`config.mk`:
```
export PLATFORM = sky130hd
export DESIGN_NAME = systolic_feeder
export DESIGN_NICKNAME = d
export VERILOG_FILES = /design/src/rtl/systolic_feeder_pkg.sv /design/src/rtl/systolic_feeder_skew_lane.sv /design/src/rtl/systolic_feeder.sv
export SDC_FILE = /design/constraint.sdc
export NUM_CORES = 1
export LEC_CHECK = 0
export CORE_MARGIN = 1.5
export CORE_UTILIZATION = 40
export DETAILED_ROUTE_END_ITERATION = 6
export HOLD_SLACK_MARGIN = 0.1
export PLACE_DENSITY_LB_ADDON = 0.1
export SETUP_SLACK_MARGIN = 0.02
export SLEW_MARGIN = 30
export SYNTH_ARGS = -nofsm -noshare
export SYNTH_HDL_FRONTEND = slang
export SYNTH_SLANG_ARGS = --single-unit
```
`constraint.sdc`:
```
create_clock -name clk -period 3.29 [get_ports clk]
set_clock_uncertainty 0.05 [all_clocks]
set_input_delay 0.329 -clock clk [delete_from_list [all_inputs] [get_ports clk]]
set_output_delay 0.329 -clock clk [all_outputs]
set_load 0.01 [all_outputs]
```
`src/rtl/systolic_feeder_pkg.sv`:
```
// Shared state encoding, default geometry and helpers for the systolic array feeder.
package systolic_feeder_pkg;

  typedef enum logic [1:0] {FILL, WLOAD, STREAM, DRAIN} state_e;

  localparam int DEPTH_DEF  = 3;
  localparam int SIZE_DEF   = 3;
  localparam int BW_DEF     = 8;
  localparam int DRAIN_DEF  = 6;

  // Upper bounds for the generic lane() helper.
  localparam int VEC_MAX    = 1024;
  localparam int ELEM_MAX   = 64;

  // Width of a counter that must hold max(depth, size+depth, drain_cycles).
  function automatic int cnt_width(input int d, input int s, input int dr);
    int m;
    m = d;
    if (s + d > m) m = s + d;
    if (dr > m) m = dr;
    return $clog2(m + 1);
  endfunction

  localparam int CNT_W_DEF = cnt_width(DEPTH_DEF, SIZE_DEF, DRAIN_DEF);

  // Element k of a packed row of bw-bit elements, zero-extended to ELEM_MAX.
  function automatic logic [ELEM_MAX-1:0] lane(input logic [VEC_MAX-1:0] vec,
                                               input int k, input int bw);
    logic [ELEM_MAX-1:0] mask;
    mask = (bw >= ELEM_MAX) ? '1 : ((ELEM_MAX'(1) << bw) - ELEM_MAX'(1));
    return ELEM_MAX'(vec >> (k * bw)) & mask;
  endfunction

endpackage

```
`src/rtl/systolic_feeder_skew_lane.sv`:
```
// One activation lane: presents abuf[t-k] element k inside the skew window, else 0.
module systolic_feeder_skew_lane
  import systolic_feeder_pkg::*;
#(
  parameter int k         = 0,
  parameter int size      = SIZE_DEF,
  parameter int bit_width = BW_DEF,
  parameter int cnt_w     = CNT_W_DEF
) (
  input  logic                      en_i,
  input  logic [cnt_w-1:0]          t_i,
  input  logic [bit_width*size-1:0] col_i,
  output logic [bit_width-1:0]      elem_o
);

  always_comb begin
    elem_o = '0;
    for (int r = 0; r < size; r++) begin
      if (en_i && (int'(t_i) == r + k)) begin
        elem_o = bit_width'(lane(VEC_MAX'(col_i), r, bit_width));
      end
    end
  end

endmodule

```
`src/rtl/systolic_feeder.sv`:
```
// Collects a weight tile and an activation tile, then sequences weight shift,
// skewed activation streaming and drain for a weight-stationary MAC array.
module systolic_feeder
  import systolic_feeder_pkg::*;
#(
  parameter int depth        = DEPTH_DEF,
  parameter int size         = SIZE_DEF,
  parameter int bit_width    = BW_DEF,
  parameter int drain_cycles = DRAIN_DEF
) (
  input  logic                       clk,
  input  logic                       reset,
  input  logic                       in_valid,
  output logic                       in_ready,
  input  logic                       in_sel,
  input  logic [bit_width*depth-1:0] in_row,
  output logic                       control,
  output logic [bit_width*depth-1:0] wt_arr,
  output logic [bit_width*depth-1:0] data_arr,
  output logic                       busy,
  output logic                       tile_done
);

  localparam int RW = bit_width * depth;
  localparam int CW = cnt_width(depth, size, drain_cycles);

  state_e        state_q, state_d;
  logic [CW-1:0] wt_cnt_q, wt_cnt_d;
  logic [CW-1:0] act_cnt_q, act_cnt_d;
  logic [CW-1:0] phase_q, phase_d;

  logic [RW-1:0] wbuf_q [depth];
  logic [RW-1:0] abuf_q [size];

  logic          wt_full, act_full, accept, wt_wr, act_wr, stream_en;
  logic [RW-1:0] wt_sel, data_d;
  logic [bit_width*size-1:0] col [depth];

  logic          control_q, busy_q, tile_done_q;
  logic [RW-1:0] wt_arr_q, data_arr_q;

  assign wt_full  = (wt_cnt_q == CW'(depth));
  assign act_full = (act_cnt_q == CW'(size));
  assign in_ready = !reset && (state_q == FILL) && !(in_sel ? act_full : wt_full);
  assign accept   = in_valid && in_ready;
  assign wt_wr    = accept && !in_sel;
  assign act_wr   = accept && in_sel;

  always_ff @(posedge clk) begin
    for (int r = 0; r < depth; r++) begin
      if (wt_wr && (wt_cnt_q == CW'(r))) wbuf_q[r] <= in_row;
    end
    for (int r = 0; r < size; r++) begin
      if (act_wr && (act_cnt_q == CW'(r))) abuf_q[r] <= in_row;
    end
  end

  always_comb begin
    state_d   = state_q;
    phase_d   = phase_q;
    wt_cnt_d  = wt_cnt_q;
    act_cnt_d = act_cnt_q;
    case (state_q)
      FILL: begin
        if (wt_wr)  wt_cnt_d  = wt_cnt_q + CW'(1);
        if (act_wr) act_cnt_d = act_cnt_q + CW'(1);
        if (accept && (wt_cnt_d == CW'(depth)) && (act_cnt_d == CW'(size))) begin
          state_d = WLOAD;
          phase_d = '0;
        end
      end
      WLOAD: begin
        if (phase_q == CW'(depth - 1)) begin
          state_d = STREAM;
          phase_d = '0;
        end else begin
          phase_d = phase_q + CW'(1);
        end
      end
      STREAM: begin
        if (phase_q == CW'(size + depth - 2)) begin
          state_d = DRAIN;
          phase_d = '0;
        end else begin
          phase_d = phase_q + CW'(1);
        end
      end
      DRAIN: begin
        if (phase_q == CW'(drain_cycles - 1)) begin
          state_d   = FILL;
          phase_d   = '0;
          wt_cnt_d  = '0;
          act_cnt_d = '0;
        end else begin
          phase_d = phase_q + CW'(1);
        end
      end
      default: state_d = FILL;
    endcase
  end

  // The final weight row may be written on the very edge that enters WLOAD,
  // and it is the first one shifted out, so forward it straight from in_row.
  always_comb begin
    wt_sel = '0;
    for (int r = 0; r < depth; r++) begin
      if (phase_d == CW'(depth - 1 - r)) begin
        wt_sel = (wt_wr && (wt_cnt_q == CW'(r))) ? in_row : wbuf_q[r];
      end
    end
  end

  assign stream_en = (state_d == STREAM);

  for (genvar gi = 0; gi < depth; gi++) begin : g_lane
    for (genvar gr = 0; gr < size; gr++) begin : g_col
      assign col[gi][gr*bit_width +: bit_width] = abuf_q[gr][gi*bit_width +: bit_width];
    end

    systolic_feeder_skew_lane #(
      .k         (gi),
      .size      (size),
      .bit_width (bit_width),
      .cnt_w     (CW)
    ) u_skew (
      .en_i   (stream_en),
      .t_i    (phase_d),
      .col_i  (col[gi]),
      .elem_o (data_d[gi*bit_width +: bit_width])
    );
  end

  // Outputs are registered from the next state so they line up with state_q.
  always_ff @(posedge clk) begin
    if (reset) begin
      state_q     <= FILL;
      phase_q     <= '0;
      wt_cnt_q    <= '0;
      act_cnt_q   <= '0;
      control_q   <= 1'b0;
      busy_q      <= 1'b0;
      tile_done_q <= 1'b0;
      wt_arr_q    <= '0;
      data_arr_q  <= '0;
    end else begin
      state_q     <= state_d;
      phase_q     <= phase_d;
      wt_cnt_q    <= wt_cnt_d;
      act_cnt_q   <= act_cnt_d;
      control_q   <= (state_d == WLOAD);
      busy_q      <= (state_d != FILL);
      tile_done_q <= (state_d == DRAIN) && (phase_d == CW'(drain_cycles - 1));
      wt_arr_q    <= (state_d == WLOAD) ? wt_sel : '0;
      data_arr_q  <= data_d;
    end
  end

  assign control   = control_q;
  assign busy      = busy_q;
  assign tile_done = tile_done_q;
  assign wt_arr    = wt_arr_q;
  assign data_arr  = data_arr_q;

endmodule

```
Word level (Yosys, flattened, before mapping) --
Memories as Yosys holds them, arrays and structs flattened. Index checks and enable logic that the tools add are counted. Widths: inputs -> output; s select.
Word-level totals: flip-flop bits (word level) 62, memory bits (writable) 144, logic and storage cells 132, memories kept 2
Operators by class: add/sub/neg operators 3, eq/ne operators 25, mux-type cells 57, bitwise gates (word level) 1, reductions and logical operators 35
Memories:
- abuf_q | depth 3, width 24, read ports 3, clocked after memory_dff 0, write ports 1, line systolic_feeder.sv:33 | logic [RW-1:0] abuf_q [size];
- wbuf_q | depth 3, width 24, read ports 3, clocked after memory_dff 0, write ports 1, line systolic_feeder.sv:32 | logic [RW-1:0] wbuf_q [depth];
Operator list (count):
- $mux 24 | 10
- $reduce_or 24->1 | 4
- $mux 8 | 9
- $eq 3x2->1 const B | 9
- $mux 3 | 9
- $logic_and 1x1->1 | 19
- $eq 3x3->1 const B | 6
- $mux 1 | 17
- $mux 2 | 8
- $logic_not 3->1 | 4
- $pmux 3 s2 | 2
- $pmux 3 s4 | 1
- $add 3x1->3 const B | 3
- $eq 3x1->1 const B | 3
- $eq 2x2->1 const B | 4
- $pmux 2 s4 | 1
- $eq 2x1->1 const B | 2
- $reduce_bool 2->1 | 2
- $logic_not 1->1 | 3
- $logic_not 2->1 | 1
- $ne 2x2->1 const B | 1
- $reduce_and 2->1 | 1
- $reduce_or 2->1 | 1
- $not 1->1 | 1

Longest topological paths before layout --
depth after elaboration 18, gate-level depth with buffers 11, mapped depth without buffers 8

Cells and area by module --
From an unflattened synthesis, not the netlist that was laid out.
Unflattened totals: cells, all modules 614, area total of the unflattened synthesis 8060.2 sq um
Modules (own cells, without submodules):
- systolic_feeder | instances 1, cells each 536, area each 7483.4 sq um
- systolic_feeder_skew_lane (g_lane[1].u_skew) | instances 1, cells each 29, area each 197.7 sq um
- systolic_feeder_skew_lane (g_lane[0].u_skew) | instances 1, cells each 29, area each 190.2 sq um
- systolic_feeder_skew_lane (g_lane[2].u_skew) | instances 1, cells each 20, area each 188.9 sq um

Worst setup path after synthesis --
No wires, ideal clock.
path kind in2reg, start point input port in_sel, end point memory abuf_q[0][0] (netlist name), enable pin, library setup time 0.440 ns, arrival 3.421 ns, required time 2.800 ns, path slack -0.621 ns, stages 5, buffers on the path 1, path through buf_2 -> and4bb_4 -> nor4_1 -> nand3_1 -> nor3b_1
On the way: longest elaborated chain between the ends 11, elaborated cells on any way between the ends 20, those cells by class mux (11); reduce/logical (9)
RTL lines:
- from (decl) | line systolic_feeder.sv:15 | input logic in_sel,
- $mux 1 * | line systolic_feeder.sv:44 | assign in_ready = !reset && (state_q == FILL) && !(in_sel ? act_full : wt_full);
- $logic_not 1->1 * | line systolic_feeder.sv:44
- $logic_and 1x1->1 * | line systolic_feeder.sv:44
- net in_ready | line systolic_feeder.sv:14 | output logic in_ready,
- $logic_and 1x1->1 * | line systolic_feeder.sv:45 | assign accept = in_valid && in_ready;
- $logic_and 1x1->1 * | line systolic_feeder.sv:47 | assign act_wr = accept && in_sel;
- $logic_and 1x1->1 | line systolic_feeder.sv:54 | if (act_wr && (act_cnt_q == CW'(r))) abuf_q[r] <= in_row;
- $mux 1 | line systolic_feeder.sv:54
- $mux 1 (implied by the code) | line systolic_feeder.sv:54
- $reduce_or 24->1 (no line)
- $mux 2 (no line) / $mux 1 (equally long branches) (2 in series)
- to (decl) | line systolic_feeder.sv:33
Mark *: on every way through the listed nets, which the timed path passes. The rest lies on a longest branch.

Final worst setup path --
start point register wt_cnt_q[0], end point register wt_arr_q[11] (netlist: wt_arr[11])
On the way: longest elaborated chain between the ends 17, elaborated cells on any way between the ends 38, those cells by class add/sub (1); eq/ne (8); mux (15); bitwise (1); reduce/logical (13)
RTL lines:
- from (decl) | line systolic_feeder.sv:28 | logic [CW-1:0] wt_cnt_q, wt_cnt_d;
- from (signal assigned) | line systolic_feeder.sv:148 | wt_cnt_q <= wt_cnt_d;
- $eq 3x2->1 | line systolic_feeder.sv:42 | assign wt_full = (wt_cnt_q == CW'(depth));
- $mux 1 | line systolic_feeder.sv:44
- $logic_not 1->1 | line systolic_feeder.sv:44
- $logic_and 1x1->1 | line systolic_feeder.sv:44
- $logic_and 1x1->1 | line systolic_feeder.sv:45
- $logic_and 1x1->1 | line systolic_feeder.sv:46 | assign wt_wr = accept && !in_sel;
- $mux 3 | line systolic_feeder.sv:65 | if (wt_wr) wt_cnt_d = wt_cnt_q + CW'(1);
- $mux 3 | line systolic_feeder.sv:63 | case (state_q)
- $eq 3x2->1 | line systolic_feeder.sv:67 | if (accept && (wt_cnt_d == CW'(depth)) && (act_cnt_d == CW'(size))) begin
- $logic_and 1x1->1 (2 in series) | line systolic_feeder.sv:67
- $mux 3 | line systolic_feeder.sv:67
- $pmux 3 s4 | line systolic_feeder.sv:63
- $eq 3x2->1 | line systolic_feeder.sv:107 | if (phase_d == CW'(depth - 1 - r)) begin
- $mux 24 (3 in series) | line systolic_feeder.sv:107
- to (signal assigned) | line systolic_feeder.sv:153 | wt_arr_q <= (state_d == WLOAD) ? wt_sel : '0;
- to (decl) | line systolic_feeder.sv:40 | logic [RW-1:0] wt_arr_q, data_arr_q;
Parallel ways exist; a longest one is shown, timed or not. The select of a mux whose other input is x is not followed. A chain may end at the register's enable or synchronous reset.

==> metrics <==
Clock Pin Slew Worst Setup and Hold Paths 60 ps; Hold Buf Count CTS 0; EDFF count, synth 72; global-route wire length before repair between 30 and 40 mm; Relative slew margins 62.1%; Reg2Reg Setup Slack 320 ps; Critical Path AT 3330 ps; CTS tree built; placed cell area between 9000 and 10000 um^2; Max Slew Vio Count 0; vias post-DR 5666; P_leak ~4 nW; CTS buffer count 23; Post-Syn Area 8220 um^2; Crit. End Element register; Req. time, crit path roughly 3700 ps; row count 52; Final HPWL DP around 13 mm; final period utilization 90.3%; CP Buf/Inv Count 2; dominant cells by area after synthesis dfxtp_1, edfxtp_1, mux2_2; clock root buffer clkbuf_16; total congestion overflow 0; post-route ant nets 0; Warnings, synthesis 0; Post-Route Setup TNS 0 ps; f_max 337 MHz; 1st-iter DRT viols 258; Post-synth ARST share 0%; Worst Setup SP wt_cnt_q[0]; DR pass1 iterations 5; Final Hold Vio Count 0; synth unique cells between 50 and 60; Max VDD drop 0.333 mV; critical path's top delay family compound AO/OA/AOI/OAI gates; FILL cells 1809; Die Area around 21000 um^2; total global-route track usage 19.2%; worst-path maximum fanout 25; register share of total power approximately half; Seq/Total Area, Yosys 58.9%; Synth Net Count 700; CP max stage cell dfxtp_1; hold endpoint wbuf_q[0][58]; Die H between 100 and 150 um; clock sink count slightly above 200; crit path launch type register; Least-Margin Pin Slew 565 ps; register area 4840 um^2; worst skew pair latency ~500 ps; RSZ-0062 raised after global routing false; count leader, synth dfxtp_1; Main synth FF type dfxtp_1; Final nets between 700 and 800; clock power share 45.6%; I/O pin count 80; WL/cell 20.0 um; commonest cells in the netlist dfxtp_1, edfxtp_1, o21ai_0; gp weighted congestion 0.827; Final Hold Slack about 410 ps; post_cts resized 0; worst hold start wbuf_q[0][58]; Avg Cell Area, Syn 12.5 um^2; fin area 10300 um^2; ratio of cells with drive above 1 in the final layout 20.5%; Sw Pwr 1.18 mW; ant diodes 0; CTS Buffer Depth 3; multi-input logic area 3010 um^2; Die W 146 um; PwrDens 562 nW/um^2; R2R cell count 9; Yosys top cell by area dfxtp_1; hold depth 2; vias in the first global route 5742; Via-to-Cell Ratio approximately 5.5; synthesis-to-finish area growth 25.4%; Cells after Synth 660; crit-path cells inv_1 -> ha_1 -> nand4bb_1 -> a21boi_0 -> nand4_1 -> a221o_1 -> nand2b_1 -> buf_4 -> a221oi_1; worst r2r dst wt_arr[11]; Place WS 61.5 ps; Initial Utilization 40.8%; count of final setup violators 0; Sw Ratio roughly a fifth; share of the synthesized area in the top cell type 32.6%; Worst path max stage delay between 400 and 500 ps; final core occ about 51%; type of the tightest min-delay check reg -> reg; flops & latches, synth slightly above 200; input/output buffers 79; origin of the critical flop-to-flop path wt_cnt_q[0]; Tmin final slightly below 3000 ps; initial antenna violation count 0; largest net degree at the start of global routing 42; Max-Cap Viols 0; Post-route DRC 0; P_int 4.61 mW; final setup margin 319 ps; outcome finished, final reports clean; combinational group share of total power 5.5%; kind of critical path reg -> reg; H-tree depth 1; Core Box Area 20200 um^2; Post-Route WL 20.6 mm
## worst min-delay path, stage by stage, from the launching register on
cell	delay, ps
dfxtp_1	310
mux2i_1	80
inv_1	50
## routing by layer
layer / global-route usage (%) / vias to the layer above / wire [um]
li1: - / 2642 / -
met1: 26.4 / 2837 / 9620
met2: 31.6 / 155 / 9560
met3: 3.44 / 32 / 1060
met4: 4.55 / 0 / 365
met5: 0 / - / 0
## sequential cells by signal (all words and copies together), names as in the netlist
register,flops
wt_arr,24
busy,1
tile_done,1
phase_q,3
abuf_q,72
state_q,2
act_cnt_q,3
data_arr,24
control,1
wt_cnt_q,3
wbuf_q,72
## kinds of logic after synthesis
logic type / synth area share (%)
xor+xnor: 0.107
fa+ha+maj: 1.83
buf+inv: 4.84
compound gates: 13.0
simple gates: 10.8
mux: 10.6
flops: 58.9
## per-stage QoR
step | power [mW] | cells
6_report | 5.79 | 1032
5_1_grt | 6.00 | 1032
4_1_cts | 5.85 | 1028
3_5_place_dp | 3.21 | 986
3_3_place_gp | 3.18 | 986
2_1_floorplan | 3.08 | 660
## cells in the final DEF (no fill, tap or decap), drive strengths merged, types with 4 or more instances in the layout
master,instances
a211oi,13
a21o,8
a21oi,16
a221oi,26
a311oi,8
and2,5
buf,32
clkbuf,36
clkdlybuf4s50,79
dfxtp,134
edfxtp,72
ha,12
inv,35
mux2,48
mux2i,27
nand2,14
nand2b,4
nand3,35
nand4,27
nand4b,9
nor2,14
nor3,18
nor3b,4
o21ai,48
## power groups by stage
stage               clock (mW)  combinational [mW]  sequential [mW]
floorplan                    0               0.211             2.87
global placement             0               0.303             2.88
detailed placement           0               0.318             2.89
CTS                       2.70               0.320             2.83
global route              2.81               0.346             2.85
finish                    2.64               0.319             2.83
## worst max path at each step
stage / endpoint / cells past startpoint
2_1_floorplan: abuf_q[0][0] / 5
3_3_place_gp: data_arr[2] / 8
3_5_place_dp: data_arr[0] / 8
4_1_cts: data_arr[0] / 9
5_1_grt: wt_arr[12] / 9
6_report: wt_arr[11] / 9
## cell type report
| cell class | instances | area share, % |
|---|---|---|
| inverters | 34 | 1.24 |
| flip-flops and latches | 206 | 47.0 |
| clock inverters | 6 | 0.582 |
| repair buffers | 111 | 11.5 |
| multi-input cells | 369 | 29.2 |
| well taps | 270 | 3.28 |
| clock buffers | 36 | 7.27 |
## repair_timing
item | CTS | global route
buffers inserted | 0 | 4
endpoints found under the setup margin | 0 | 3
hold endpoints to repair | 0 | 0
No activity file was read; power rests on OpenSTA's default activity.
